`src/rtl/modulo_controlador_bandeja_rolhas_pkg.sv`:
```
// Shared types and constants for the cork tray controller.
// Holds the FSM states, default line parameters and the saturating helper.
package pkg_bandeja_rolhas;

   localparam int unsigned LARGURA          = 7;
   localparam int unsigned LARGURA_SOMA     = 8;
   localparam int unsigned LARGURA_TEMP     = 4;

   localparam int unsigned CAP_PADRAO       = 99;
   localparam int unsigned MIN_NIVEL_PADRAO = 5;
   localparam int unsigned QTD_AUTO_PADRAO  = 20;
   localparam int unsigned TIMEOUT_PADRAO   = 15;

   typedef enum logic [1:0] {
      OCIOSO = 2'd0,
      VEDAR  = 2'd1,
      CARGA  = 2'd2,
      ESPERA = 2'd3
   } estado_e;

   // One-cycle grant responses towards the sealing stage and the operator.
   typedef struct packed {
      logic ack_vedacao;
      logic ack_carga;
      logic nack_carga;
   } respostas_t;

   // Clamp a wide sum to the tray capacity and narrow it to count width.
   function automatic logic [LARGURA-1:0] satura(
      input logic [LARGURA_SOMA-1:0] valor,
      input logic [LARGURA_SOMA-1:0] cap
   );
      return (valor > cap) ? LARGURA'(cap) : LARGURA'(valor);
   endfunction

endpackage

```
`src/rtl/modulo_controlador_bandeja_rolhas_temporizador.sv`:
```
// Dispenser handshake watchdog: counts cycles while a request is pending.
// estouro_c flags the edge on which the count reaches TIMEOUT.
module modulo_temporizador_dispensador
   import pkg_bandeja_rolhas::*;
#(
   parameter int unsigned TIMEOUT = TIMEOUT_PADRAO
) (
   input  logic clk,
   input  logic Nclr,
   input  logic clr_i,
   input  logic en_i,
   output logic estouro_c
);

   localparam logic [LARGURA_TEMP-1:0] LIMITE = LARGURA_TEMP'(TIMEOUT - 1);

   logic [LARGURA_TEMP-1:0] cont_q;
   logic [LARGURA_TEMP-1:0] cont_d;

   always_comb begin
      cont_d = cont_q;
      if (clr_i) begin
         cont_d = '0;
      end else if (en_i && (cont_q != LIMITE)) begin
         cont_d = cont_q + LARGURA_TEMP'(1);
      end
   end

   always_ff @(posedge clk or negedge Nclr) begin
      if (!Nclr) begin
         cont_q <= '0;
      end else begin
         cont_q <= cont_d;
      end
   end

   assign estouro_c = en_i && !clr_i && (cont_q == LIMITE);

endmodule

```
`src/rtl/modulo_controlador_bandeja_rolhas.sv`:
```
// Cork tray sequencer: arbitrates sealing consumption, operator loads and
// dispenser refills onto a single saturating tray count.
module modulo_controlador_bandeja_rolhas
   import pkg_bandeja_rolhas::*;
#(
   parameter int unsigned CAP       = CAP_PADRAO,
   parameter int unsigned MIN_NIVEL = MIN_NIVEL_PADRAO,
   parameter int unsigned QTD_AUTO  = QTD_AUTO_PADRAO,
   parameter int unsigned TIMEOUT   = TIMEOUT_PADRAO
) (
   input  logic               clk,
   input  logic               Nclr,
   input  logic               enable,
   input  logic               req_vedacao,
   output logic               ack_vedacao,
   input  logic               req_carga,
   input  logic [LARGURA-1:0] qtd_carga,
   output logic               ack_carga,
   output logic               nack_carga,
   output logic               disp_req,
   input  logic               disp_ack,
   output logic [LARGURA-1:0] rolhas,
   output logic               ro,
   output logic               min_rolhas,
   output logic               falha_disp,
   output logic               ocupado
);

   localparam logic [LARGURA_SOMA-1:0] CAP_S = LARGURA_SOMA'(CAP);
   localparam logic [LARGURA_SOMA-1:0] QTD_S = LARGURA_SOMA'(QTD_AUTO);
   localparam logic [LARGURA-1:0]      MIN_R = LARGURA'(MIN_NIVEL);

   estado_e            estado_q, estado_d;
   logic [LARGURA-1:0] rolhas_q, rolhas_d;
   respostas_t         resp_q, resp_d;
   logic               disp_req_q, disp_req_d;
   logic               falha_q, falha_d;
   logic               ocupado_q, ocupado_d;
   logic               enable_q;

   logic                    vazio_c;
   logic                    min_c;
   logic                    entrega_c;
   logic                    temp_en_c;
   logic                    estouro_c;
   logic [LARGURA_SOMA-1:0] soma_c;
   logic [LARGURA-1:0]      base_c;
   logic [LARGURA_SOMA-1:0] soma_carga_c;

   assign vazio_c   = (rolhas_q == '0);
   assign min_c     = (rolhas_q < MIN_R);
   assign entrega_c = enable && disp_req_q && disp_ack;
   assign temp_en_c = enable && disp_req_q;

   // Single adder path: dispenser delivery first, then grant adjustments.
   assign soma_c       = {1'b0, rolhas_q} + (entrega_c ? QTD_S : '0);
   assign base_c       = satura(soma_c, CAP_S);
   assign soma_carga_c = {1'b0, base_c} + {1'b0, qtd_carga};

   modulo_temporizador_dispensador #(
      .TIMEOUT (TIMEOUT)
   ) u_temporizador (
      .clk       (clk),
      .Nclr      (Nclr),
      .clr_i     (!temp_en_c),
      .en_i      (temp_en_c),
      .estouro_c (estouro_c)
   );

   always_comb begin
      estado_d   = estado_q;
      rolhas_d   = enable ? base_c : rolhas_q;
      resp_d     = '0;
      disp_req_d = disp_req_q;
      falha_d    = falha_q;

      // Dispenser channel: delivery wins over a same-edge timeout.
      if (!enable) begin
         disp_req_d = 1'b0;
      end else if (entrega_c) begin
         disp_req_d = 1'b0;
      end else if (estouro_c) begin
         disp_req_d = 1'b0;
         falha_d    = 1'b1;
      end else if (min_c && !falha_q && !disp_req_q) begin
         disp_req_d = 1'b1;
      end

      if (enable_q && !enable) begin
         falha_d = 1'b0;
      end

      if (!enable) begin
         estado_d = OCIOSO;
      end else begin
         case (estado_q)
            OCIOSO: begin
               if (req_vedacao && !vazio_c) begin
                  estado_d = VEDAR;
               end else if (req_carga) begin
                  estado_d = CARGA;
               end
            end
            VEDAR: begin
               // Decrement applied before saturation so a refill nets out once.
               rolhas_d           = satura(soma_c - LARGURA_SOMA'(!vazio_c), CAP_S);
               resp_d.ack_vedacao = 1'b1;
               estado_d           = ESPERA;
            end
            CARGA: begin
               if (soma_carga_c > CAP_S) begin
                  resp_d.nack_carga = 1'b1;
               end else begin
                  rolhas_d         = LARGURA'(soma_carga_c);
                  resp_d.ack_carga = 1'b1;
               end
               estado_d = ESPERA;
            end
            ESPERA: begin
               estado_d = OCIOSO;
            end
            default: begin
               estado_d = OCIOSO;
            end
         endcase
      end

      ocupado_d = (estado_d != OCIOSO);
   end

   always_ff @(posedge clk or negedge Nclr) begin
      if (!Nclr) begin
         estado_q   <= OCIOSO;
         rolhas_q   <= '0;
         resp_q     <= '0;
         disp_req_q <= 1'b0;
         falha_q    <= 1'b0;
         ocupado_q  <= 1'b0;
         enable_q   <= 1'b0;
      end else begin
         estado_q   <= estado_d;
         rolhas_q   <= rolhas_d;
         resp_q     <= resp_d;
         disp_req_q <= disp_req_d;
         falha_q    <= falha_d;
         ocupado_q  <= ocupado_d;
         enable_q   <= enable;
      end
   end

   assign rolhas      = rolhas_q;
   assign ro          = vazio_c;
   assign min_rolhas  = min_c;
   assign ack_vedacao = resp_q.ack_vedacao;
   assign ack_carga   = resp_q.ack_carga;
   assign nack_carga  = resp_q.nack_carga;
   assign disp_req    = disp_req_q;
   assign falha_disp  = falha_q;
   assign ocupado     = ocupado_q;

endmodule

```
`config.mk`:
```
export PLATFORM = sky130hd
export DESIGN_NAME = modulo_controlador_bandeja_rolhas
export DESIGN_NICKNAME = d
export VERILOG_FILES = /design/src/rtl/modulo_controlador_bandeja_rolhas_pkg.sv /design/src/rtl/modulo_controlador_bandeja_rolhas_temporizador.sv /design/src/rtl/modulo_controlador_bandeja_rolhas.sv
export SDC_FILE = /design/constraint.sdc
export NUM_CORES = 1
export LEC_CHECK = 0
export BUFFER_PORTS_ARGS = -buffer_cell sky130_fd_sc_hd__buf_2
export CORE_MARGIN = 2
export CORE_UTILIZATION = 39
export CTS_CLUSTER_DIAMETER = 40
export DETAILED_ROUTE_END_ITERATION = 8
export GPL_ROUTABILITY_DRIVEN = 0
export PLACE_DENSITY = 0.63
export SYNTH_ARGS = -nofsm -noshare
export SYNTH_HDL_FRONTEND = slang
export SYNTH_SLANG_ARGS = --single-unit
export TNS_END_PERCENT = 30
```
`constraint.sdc`:
```
create_clock -name clk -period 5.79 [get_ports clk]
set_input_delay 0.579 -clock clk [delete_from_list [all_inputs] [get_ports clk]]
set_output_delay 0.579 -clock clk [all_outputs]
set_load 0.02 [all_outputs]
```
Word level (Yosys, flattened, before mapping)
Cells that the tools add are included.

storage, ports and cells
  register bits after elaboration = 20
  bits in latches = 0
  bits in writable memories = 0
  ROM bits = 0
  output and inout bits = 15
  memories kept = 0

operators by class
  $add $sub $neg = 4
  multipliers = 0
  div/mod/pow operators = 0
  order comparisons = 4
  equality and inequality tests = 8
  shift-type cells = 0
  multiplexer cells = 26
  bitwise gates (word level) = 0
  reductions and logical operators = 19

operators with widths
  operator                                                        count
  two-way mux 7 bit                                               5
  greater-than comparator 8 x 7 -> 1 bit (second input constant)  3
  case mux 7 bit (2 select lines)                                 1
  two-way mux 1 bit                                               11
  adder 7 x 5 -> 8 bit                                            1
  adder 7 x 7 -> 8 bit                                            1
  logical AND 1 bit                                               8
  two-way mux 2 bit                                               4
  two-way mux 4 bit                                               2
  subtractor 8 x 1 -> 8 bit                                       1
  zero test 7 bit                                                 1
  less-than comparator 7 x 3 -> 1 bit (second input constant)     1
  case mux 2 bit (3 select lines)                                 1
  nonzero test 2 bit                                              3
  two-way mux 5 bit                                               1
  adder 4 x 1 -> 4 bit (second input constant)                    1
  == test 2 bit (second input constant)                           2
  == test 4 bit (second input constant)                           1
  zero test 1 bit                                                 4
  != test 4 x 1 -> 1 bit (second input constant)                  1
  != test 4 bit (second input constant)                           1
  two-way mux 3 bit                                               1
  AND reduction 3 bit                                             1
  == test 2 x 1 -> 1 bit (second input constant)                  1
  other kinds (4)                                                 4

Depth between registers and ports, before layout
Gate-level depths: netlist of run 1.

  word-level depth = 11
  gate-level depth with buffers = 25

Cells and area by module
A second synthesis of run 1 with hierarchy kept.

second synthesis, totals
  cells, all modules = 232
  area total of the unflattened synthesis = 2,021.9 um^2

modules (own cells, without submodules)
  module                             instances  cells an instance  area an instance (um^2)  sequential area each (um^2)
  modulo_controlador_bandeja_rolhas  1          207                1,771.7                  400.4
  modulo_temporizador_dispensador    1          25                 250.2                    100.1

Worst setup path before layout of run 1
Ideal clock, no wire load.

  path type = input to register
  from = input enable
  to = register rolhas_q[0], in the netlist rolhas[0]
  setup time = 120 ps
  arrival = 4,657 ps
  required time = 5,670 ps
  slack = 1,012 ps
  cell stages on the path = 24
  path buffers = 4
  cell sequence = buf_6 > and3_1 > buf_6 > and2_1 > ha_1 > clkbuf_1 > nand2b_1 > a211oi_1 > o21ai_0 > a21oi_1 > a21o_1 > nor2_1 > inv_1 > ha_1 > inv_1 > fa_1 > o21ai_0 > a31oi_1 > or3_1 > o311ai_2 > o211ai_2 > buf_6 > a21o_1 > o211a_1

on the way
  longest elaborated chain between the ends = 11

ends and longest elaborated chain
  what                                    RTL line                                     text
  from (decl)                             modulo_controlador_bandeja_rolhas.sv:13      input logic enable,
  logical AND 1 bit (2 in series)         modulo_controlador_bandeja_rolhas.sv:52      assign entrega_c = enable && disp_req_q && disp_ack;
  two-way mux 5 bit                       modulo_controlador_bandeja_rolhas.sv:56      assign soma_c = {1'b0, rolhas_q} + (entrega_c ? QTD_S : '0);
  adder 7 x 5 -> 8 bit                    modulo_controlador_bandeja_rolhas.sv:56
  greater-than comparator 8 x 7 -> 1 bit  modulo_controlador_bandeja_rolhas_pkg.sv:33  return (valor > cap) ? LARGURA'(cap) : LARGURA'(valor);
  two-way mux 7 bit                       modulo_controlador_bandeja_rolhas_pkg.sv:33
  adder 7 x 7 -> 8 bit                    modulo_controlador_bandeja_rolhas.sv:58      assign soma_carga_c = {1'b0, base_c} + {1'b0, qtd_carga};
  greater-than comparator 8 x 7 -> 1 bit  modulo_controlador_bandeja_rolhas.sv:111     if (soma_carga_c > CAP_S) begin
  two-way mux 7 bit                       modulo_controlador_bandeja_rolhas.sv:111
  case mux 7 bit (2 select lines)         modulo_controlador_bandeja_rolhas.sv:96      case (estado_q)
  two-way mux 7 bit *                     modulo_controlador_bandeja_rolhas.sv:93      if (!enable) begin
  net rolhas_d[0]                         modulo_controlador_bandeja_rolhas.sv:34      logic [LARGURA-1:0] rolhas_q, rolhas_d;
  to (signal assigned)                    modulo_controlador_bandeja_rolhas.sv:142     rolhas_q <= rolhas_d;
  to (decl)                               modulo_controlador_bandeja_rolhas.sv:34

Mark *: on every way through the listed nets, which the timed path passes. The rest lies on a longest branch.
A chain may end at the register's enable or synchronous reset.

Final worst setup path of run 1
  from = register disp_req_q, in the netlist disp_req
  to = register rolhas_q[6], in the netlist rolhas[6]

on the way
  longest elaborated chain between the ends = 11

ends and longest elaborated chain
  what                                    RTL line                                     text
  from (decl)                             modulo_controlador_bandeja_rolhas.sv:36      logic disp_req_q, disp_req_d;
  from (signal assigned)                  modulo_controlador_bandeja_rolhas.sv:144     disp_req_q <= disp_req_d;
  logical AND 1 bit * (2 in series)       modulo_controlador_bandeja_rolhas.sv:52
  two-way mux 5 bit *                     modulo_controlador_bandeja_rolhas.sv:56
  adder 7 x 5 -> 8 bit *                  modulo_controlador_bandeja_rolhas.sv:56
  greater-than comparator 8 x 7 -> 1 bit  modulo_controlador_bandeja_rolhas_pkg.sv:33
  two-way mux 7 bit                       modulo_controlador_bandeja_rolhas_pkg.sv:33
  adder 7 x 7 -> 8 bit                    modulo_controlador_bandeja_rolhas.sv:58
  greater-than comparator 8 x 7 -> 1 bit  modulo_controlador_bandeja_rolhas.sv:111
  two-way mux 7 bit                       modulo_controlador_bandeja_rolhas.sv:111
  case mux 7 bit (2 select lines)         modulo_controlador_bandeja_rolhas.sv:96
  two-way mux 7 bit *                     modulo_controlador_bandeja_rolhas.sv:93
  net rolhas_d[6]                         modulo_controlador_bandeja_rolhas.sv:34

Marked as above.

==> results.md, run 1 <==
Global routing:
- For this run the aggregate overflow at the end of global routing stands at 0.
- The overall track demand over capacity in global routing is 0.189.
- The initial antenna violation count came to 0.
- The number of global-route vias before repair is 1956.
- The first global-routing pass estimated around 9600 um of wire.
- Entering global routing, the biggest net connects 21 pins.

Logic synthesis:
- The proportion of register bits with asynchronous set or reset after synthesis is 1.00.
- The combined area of all synthesized cells is 2220 um2.
- The average size of a mapped cell is 7.81 um2.
- The primary flip-flop cell chosen by synthesis mapping is sky130_fd_sc_hd__dfrtp_1.
- sky130_fd_sc_hd__nor2_1 is the most common cell in the netlist.
- Of the total synthesized cell area, the portion taken by AND, OR, NAND and NOR gates is 0.251.
- After synthesis, the most frequently instantiated cells are 31 x sky130_fd_sc_hd__nor2_1, 21 x sky130_fd_sc_hd__nand2_1, 20 x sky130_fd_sc_hd__dfrtp_1, 20 x sky130_fd_sc_hd__o21ai_0.
- After technology mapping, the gate count stands at 284.
- The share of the Yosys chip area taken by registers is 0.226.
- The share of synthesized area in the top cell type comes to 0.226.
- Of the total synthesized cell area, the portion taken by XOR and XNOR cells is 0.0869.
- Of the total synthesized cell area, the portion taken by full adders, half adders and majority gates is 0.0823.
- After synthesis the netlist holds a flip-flop and latch count of 20.
- After synthesis, the share of cell area in mux cells is 0.00451.
- The count of flip-flops with a built-in enable after synthesis is 0.
- The dominant combinational cell family by area after synthesis is compound AO/OA/AOI/OAI gates.
- The synthesized netlist net count is 311.
- The number of different library cells in the post-synthesis netlist is 59.
- The compound-cell area share of the yosys netlist is 0.278.
- During synthesis, Yosys emitted a total of 0 warnings.
- Ranked by total cell area, the synthesized netlist is headed by sky130_fd_sc_hd__dfrtp_1 23%, sky130_fd_sc_hd__xnor2_1 7.5%, sky130_fd_sc_hd__ha_1 7.3%.
- The top cell type by total area after synthesis is sky130_fd_sc_hd__dfrtp_1.

Floorplan:
- The placeable core region is between 5000 and 6000 um2.
- From bottom edge to top edge, the die measures slightly below 80 um.
- The number of I/O pins is 28.
- The floorplan step defined a die boundary enclosing 6310 um2.
- The initial cell density of the core is 0.403.
- The initialized floorplan defines 27 standard-cell rows.
- From left edge to right edge, the die measures between 70 and 80 um.

Clock tree:
- The clock sink count is 20.
- In this run, post-CTS repair resized a total of 0 instances.
- The cell chosen for the clock root is sky130_fd_sc_hd__clkbuf_8.
- CTS built an H-tree with a depth of 1.
- The maximum buffer depth of the clock tree is 2.
- TritonCTS built the clock tree.
- After clock tree synthesis, the clock-pin slew on the worst setup and hold paths is ~0.070 ns.
- The total clock buffers created by CTS is 3.
- In this run, post-CTS hold repair placed 0 buffers.
- The clock latency at the later pin of the worst-skew pair is roughly 0.25 ns.
- The number of buffers inserted by post-CTS setup repair is 0.

Finish:
- Fill cells in the final layout number between 500 and 600.
- The count of cells in the finished layout, fillers not included, comes to approximately 380.
- The share of final-layout standard cells stronger than drive strength 1 is 0.148.
- The antenna diode instance count is 0.
- At the end of the flow, the number of nets in the layout was around 330.
- Compared with the post-synthesis result, the final layout area differs by 10.6%.
- The final design area excluding fillers is approximately 2500 um2.

Routing:
- The highest metal layer with signal wires is met4.
- The detailed-route via count is around 2100.
- Dividing the detail-routed wire length by the instance count gives between 15 and 20 um.
- Wire segments on met3 add up to 222 um in the final route.
- In the routed layout, each cell is associated on average with a via count of between 5 and 6.
- The final routed DRC violation total is 0.
- Summed over all nets, wire length on met2 after detailed routing comes to approximately 2600 um.
- The number of DRC violations after detailed-routing iteration 0 is approximately 100.
- Before antenna repair, the detailed router went through 4 iterations.
- For this block, wires on met1 add up to 2790 um.
- The post-detailed-route count of antenna-violating nets is 0.
- The final layout contains routed wiring with a total length of around 5700 um.

Timing:
- The count of final hold-check violations was 0.
- Of the available clock period, the critical path in the final layout requires 0.858.
- Across all hold checks on the routed design, the worst slack comes to ~0.26 ns.
- Across all setup checks in the final design, the least slack found is 0.824 ns.
- At the pin with the least slew margin, the transition time is approximately 1.0 ns.
- Measured against its own limit, the worst slew margin works out to 0.319.
- Based on the critical path, the design can be clocked at up to around 0.2 GHz.
- The max-slew violation total from the final report is 0.
- Setup repair after global routing left no endpoint under its margin.
- The final-report setup violation count is 0.
- The minimum clock period is approximately 5.0 ns.
- The sum of negative setup slack is 0 ns.
- Between clock sinks in the finished design, the worst skew comes to 0.00195 ns.

Worst setup path:
- The data required time of the critical path is about 6 ns.
- Measured in cells, the most critical reg-to-reg path has a length of 20.
- STA classifies the critical path startpoint as a flop.
- The highest-delay cell along the critical path is sky130_fd_sc_hd__dfrtp_1.
- The maximum cell stage delay along the critical path is about 0.47 ns.
- The endpoint type of the worst setup path is a flop.
- The setup path with the least slack is of type reg2reg.
- The worst endpoint data arrival time is roughly 5.1 ns.
- The largest fanout on the critical path is 15.
- The critical path goes through and3_1, and2_1, ha_1, nand2b_1, a211oi_1, o21ai_0, a21oi_1, a21o_1, nor2_1, inv_1, ha_1, inv_1, fa_1, o21ai_0, a31oi_1, o32ai_1, xor2_1, o211ai_2, a21boi_1, a311o_1.

Pwr:
- The worst-case IR drop observed on VDD is ~0.21 mV.
- In this run the power density over the cells is slightly below 500 nW/um2.
- The total leakage power is 1.14 nW.

Placed design:
- The number of instances in the placed design is about 370.
- The minimum setup slack after placement is approximately 0.69 ns.
- The count of buffers from port buffering is 27.
- After detailed placement, the total cell area comes to between 2000 and 2500 um2.
- The HPWL after detailed placement is 4410 um.

Hold path:
- In this run the worst hold path is classified as in2async.

Run:
- Max-cap violations in this run came to 0.

Status:
- The flow ran to the end, and the final reports show no timing, DRC or antenna violations.
[per-stage QoR]
stage	total power, mW	util
4_1_cts	1.20	0.446
2_1_floorplan	0.879	-
3_5_place_dp	1.05	0.433
6_report	1.20	0.446
5_1_grt	1.32	0.446
3_3_place_gp	1.05	0.433
[where the power goes]
group / switching, mW / internal, mW / leakage [nW]
clock: 0.0437 / 0.0921 / 0.0357
combinational: 0.508 / 0.326 / 0.836
sequential: 0.0577 / 0.174 / 0.266
total: 0.610 / 0.592 / 1.14
[cell families after synthesis]
family          Yosys count
flops                    20
fa+ha+maj                14
buf+inv                  34
compound gates           88
xor+xnor                 22
mux                       1
simple gates            105
[sequential cells by signal, summed over array words and instances (netlist names)]
| name | count |
|---|---|
| estado_q | 2 |
| nack_carga | 1 |
| rolhas | 7 |
| enable_q | 1 |
| u_temporizador.cont_q | 4 |
| ack_vedacao | 1 |
| disp_req | 1 |
| falha_disp | 1 |
| ocupado | 1 |
| ack_carga | 1 |
[path summary, 6_finish.rpt]
check / from / endpoint / slack, ns
min: Nclr / falha_disp$_DFFE_PN0P_ / 0.26
max: disp_req$_DFFE_PN0P_ / rolhas[6]$_DFF_PN0_ / 0.82
max reg2reg: disp_req$_DFFE_PN0P_ / rolhas[6]$_DFF_PN0_ / 0.82
min in group clk: enable_q$_DFF_PN0_ / falha_disp$_DFFE_PN0P_ / 0.42
min reg2reg: enable_q$_DFF_PN0_ / falha_disp$_DFFE_PN0P_ / 0.42
max in group asynchronous: Nclr / ocupado$_DFF_PN0_ / 5.23
[per-layer routing]
| layer | vias to the layer above | track usage |
|---|---|---|
| met5 | - | 0 |
| met4 | 0 | 0.0466 |
| met3 | 6 | 0.0238 |
| met2 | 53 | 0.306 |
| met1 | 1005 | 0.268 |
| li1 | 1070 | - |
[cell usage in the layout, fill, tap and decap left out, types with 5 or more instances in the layout]
master,netlist,final
sky130_fd_sc_hd__nor2_1,31,31
sky130_fd_sc_hd__buf_2,1,27
sky130_fd_sc_hd__nand2_1,21,21
sky130_fd_sc_hd__o21ai_0,20,20
sky130_fd_sc_hd__dfrtp_1,20,20
sky130_fd_sc_hd__inv_1,19,19
sky130_fd_sc_hd__xnor2_1,19,19
sky130_fd_sc_hd__a21oi_1,17,17
sky130_fd_sc_hd__ha_1,13,13
sky130_fd_sc_hd__nor3_1,9,9
sky130_fd_sc_hd__a21o_1,8,8
sky130_fd_sc_hd__and3_1,5,5
sky130_fd_sc_hd__and2_1,5,5
sky130_fd_sc_hd__nand3_1,5,5
[worst max-delay path, delay by kind of cell, from the launching register on]
kind / cells / cell delay [ns]
xor+xnor: 1 / 0.15
compound gates: 10 / 2.42
fa+ha+maj: 3 / 0.99
simple gates: 4 / 0.69
flops: 1 / 0.47
buf+inv: 2 / 0.13
[layout make-up]
type | instances | area [um2] | share of cell area
multi-input combinational | 230 | 1560 | 0.635
timing repair buffer | 30 | 158 | 0.0643
tap | 72 | 90.1 | 0.0367
sequential | 20 | 500 | 0.204
clock buffer | 3 | 41.3 | 0.0168
clock inverter | 1 | 30.0 | 0.0122
inverter | 20 | 75.1 | 0.0306
Power figures use the tool's default switching activity.
==> inputs of run 2 (changes only) <==
--- a/config.mk
+++ b/config.mk
@@ -7,11 +7,11 @@
 export LEC_CHECK = 0
 export BUFFER_PORTS_ARGS = -buffer_cell sky130_fd_sc_hd__buf_2
 export CORE_MARGIN = 2
-export CORE_UTILIZATION = 39
+export CORE_UTILIZATION = 55
 export CTS_CLUSTER_DIAMETER = 40
 export DETAILED_ROUTE_END_ITERATION = 8
 export GPL_ROUTABILITY_DRIVEN = 0
-export PLACE_DENSITY = 0.63
+export PLACE_DENSITY = 0.82
 export SYNTH_ARGS = -nofsm -noshare
 export SYNTH_HDL_FRONTEND = slang
 export SYNTH_SLANG_ARGS = --single-unit
==> run 2 against run 1 <==
Die area down 28%. Via count up 0.61%. Critical path type unchanged. Final area is 1.3% lower. Highest routed layer is now met3. Setup slack worse by 0.21 ns.
==> results.md, run 2 (same netlist as run 1, synthesis figures left out) <==
Clock tree:
- The clock sink count is 20 (unchanged).
- The number of buffers inserted for hold repair after clock tree synthesis came to 0 (unchanged).
- The count of H-tree levels built during CTS came to 1 (unchanged).
- The cell chosen for the clock root is sky130_fd_sc_hd__clkbuf_8.
- The maximum buffer depth of the clock tree is 2 (unchanged).
- TritonCTS built the clock tree.
- The clock latency at the later pin of the worst-skew pair is 0.26 ns (about the same).
- The clock transition at the register clock pins on the worst setup and hold paths after CTS is 0.08 ns (about the same).
- The total clock buffers created by CTS was 3 (unchanged).

Floorplan:
- The horizontal die dimension was 67.5 um (-15%).
- The initial cell density of the core was 0.563 (+0.160).
- The die height is 67.5 um (-15%).
- The die outline area is 4560 um2 (-28%).
- The number of I/O pins was 28 (unchanged).
- The row count was 23 (-15%).
- The placeable core region is 3940 um2 (-28%).

Global routing:
- The global routing met3 resource utilization is 0.0400 (+0.0162).
- The pin count of the biggest net entering global routing is 21 (unchanged).
- The met2 usage is 0.423 (+0.117).
- The met1 track demand over resource in global routing came to 0.358 (+0.0903).
- The remaining global-route overflow is 0 (unchanged).
- The wire length of the first global-routing pass is 9030 um (-5.6%).
- The overall track demand over capacity in global routing is 0.254 (+0.0648).
- The number of global-route vias before repair was 1918 (-1.9%).
- The most utilized layer in the global route result is met2.
- The initial antenna violation count is 0 (unchanged).

Routing:
- The first-pass iteration count of the detailed router is 4 (unchanged).
- The final wirelength was 5520 um (-3.5%).
- The number of DRC violations after detailed-routing iteration 0 was 244 (+140%).
- The post-detailed-route count of antenna-violating nets came to 0 (unchanged).
- The final routed DRC violation total is 0 (unchanged).
- The average vias per placed instance was 6.08 (+7.2%).
- The detailed-route via count is 2147 (+0.61%).
- The routed wirelength normalized by instance count is 15.6 um (+2.8%).

Worst setup path:
- The critical path is of the reg2reg type.
- The highest-delay cell along the critical path is sky130_fd_sc_hd__dfrtp_1.
- The worst-case reg-to-reg path depth came to 20 (unchanged).
- The maximum cell stage delay along the critical path is 0.48 ns (about the same).
- The endpoint type of the worst setup path is a flop.
- The worst setup path is launched from a flop.
- The kind of cell adding the most delay to the critical path is compound AO/OA/AOI/OAI gates.
- The buffering stage count on the worst path with inverters included is 2 (unchanged).
- Traced cell by cell, the critical path runs through and3_1, and2_1, ha_2, nand4b_1, a211oi_1, o21ai_0, a21oi_1, a21o_1, nor2_1, inv_1, ha_1, inv_1, fa_1, o21ai_0, a31oi_1, o32ai_1, xor2_1, o211ai_2, a21boi_1, a311o_1.
- The largest fanout on the critical path is 15 (unchanged).
- The data required time of the critical path is 5.94 ns (about the same).
- The worst endpoint data arrival time is 5.33 ns (+0.23 ns).
- The critical path depth came to 20 (unchanged).

Timing:
- The worst clock skew is 0.00297 ns (+0.00102 ns).
- The worst hold slack was 0.255 ns (-0.00206 ns).
- The timing-limited maximum frequency came to 0.193 GHz (-4.1%).
- The relative slew slack is 0.416 (+0.0977).
- The count of final hold-check violations is 0 (unchanged).
- Setup repair after global routing left no endpoint under its margin.
- The final worst-path setup slack is 0.609 ns (-0.215 ns).
- The sum of negative setup slack was 0 ns (unchanged).
- The minimum clock period came to 5.18 ns (+0.215 ns).
- The worst-margin pin slew is 0.869 ns (-0.146 ns).
- The max-slew violation total from the final report is 0 (unchanged).
- The final clock period utilization by the worst path is 0.895 (+0.0371).
- The final-report setup violation count is 0 (unchanged).

Finish:
- The library cells used most frequently in the layout, excluding fill and tap cells, are 31 x sky130_fd_sc_hd__nor2_1, 27 x sky130_fd_sc_hd__buf_2, 21 x sky130_fd_sc_hd__nand2_1.
- The most frequent standard cell in the layout excluding fill and tap cells is sky130_fd_sc_hd__nor2_1.
- The post-layout utilization of the core was 0.614 (+0.169).
- The area growth from synthesis to layout is 9.14%.
- The total number of nets in the final design came to 331 (-0.30%).
- The number of flip-flops in the largest register was 7 (unchanged).
- The number of fill cells in the layout is 353 (-40%).
- The share of final-layout standard cells stronger than drive strength 1 was 0.149 (+0.000489).
- The antenna diode instance count came to 0 (unchanged).

Pwr:
- The switching power summed over all nets came to 610 uW (about the same).
- The maximum resistive drop on vdd is 0.237 mV (+11%).
- The total leakage power is 1.13 nW (-0.73%).
- The proportion of total power due to net switching is 0.508 (+0.000664).
- The proportion of power drawn by combinational gates is 0.692 (-0.002).
- The clock network power share is 0.116 (+0.003).
- The total power consumption of the routed design is 1.20 mW (-0.12%).
- The internal power contribution is 591 uW (-0.25%).
- The power density normalized to cell area came to 496 nW/um2 (+1.2%).
- The relative contribution of sequential cells to total power is 0.192 (about the same).

Run:
- The count of maximum capacitance violations was 0 (unchanged).

Hold path:
- The worst hold path belongs to the class in2async.

Placed design:
- The count of buffers from port buffering was 27 (unchanged).
- The minimum setup slack after placement is 0.423 ns (-0.270 ns).
- The final HPWL from detailed placement is 4230 um (-4.0%).

Status:
- The flow ran to the end, and the final reports show no timing, DRC or antenna violations.
-- run 2: cell count changes in the layout (fill, tap and decap cells not counted) --
cell	delta
sky130_fd_sc_hd__ha_2	+1
sky130_fd_sc_hd__buf_4	-1
sky130_fd_sc_hd__ha_1	-1
-- run 2: timing repair --
item | CTS | global route
resized for setup | 0 | 1
buffers inserted | 0 | 0
endpoints found under the setup margin | 0 | 1
-- run 2: area by class of cell --
| class | count | area (um2) | share of cell area |
|---|---|---|---|
| clock inverter | 1 | 30.0 | 0.0124 |
| sequential | 20 | 500 | 0.207 |
| inverter | 20 | 75.1 | 0.0310 |
| tap | 50 | 62.6 | 0.0258 |
| timing repair buffer | 29 | 150 | 0.0620 |
| multi-input combinational | 230 | 1560 | 0.645 |
| clock buffer | 3 | 41.3 | 0.0171 |
-- run 2: metal layers --
metal	wire [um]	share of wire
met5	0	0
met2	2720	0.49
met4	0	0
met3	300	0.054
met1	2500	0.45
-- run 2: worst paths after layout --
check | from | endpoint | slack [ns]
max reg2reg | disp_req$_DFFE_PN0P_ | rolhas[6]$_DFF_PN0_ | 0.61
min in group clk | enable_q$_DFF_PN0_ | falha_disp$_DFFE_PN0P_ | 0.43
min | Nclr | ack_carga$_DFF_PN0_ | 0.25
max in group asynchronous | Nclr | u_temporizador.cont_q[0]$_DFFE_PN0P_ | 5.23
max | disp_req$_DFFE_PN0P_ | rolhas[6]$_DFF_PN0_ | 0.61
min reg2reg | enable_q$_DFF_PN0_ | falha_disp$_DFFE_PN0P_ | 0.43
-- run 2: power by group through the flow --
stage                     Combinational (mW)  Clock [mW]  Sequential, mW
after floorplan                        0.644           0           0.236
after global placement                 0.795           0           0.232
after detailed placement               0.810           0           0.232
after CTS                              0.816       0.141           0.230
after global routing                   0.916       0.148           0.239
final                                  0.830       0.139           0.231
-- run 2: stage by stage --
| stage | instances | cell area, um2 |
|---|---|---|
| 6_report | 353 | 2420 |
| 5_1_grt | 353 | 2420 |
| 3_5_place_dp | 349 | 2350 |
| 2_1_floorplan | 284 | 2220 |
| 3_3_place_gp | 349 | 2350 |
| 4_1_cts | 353 | 2420 |
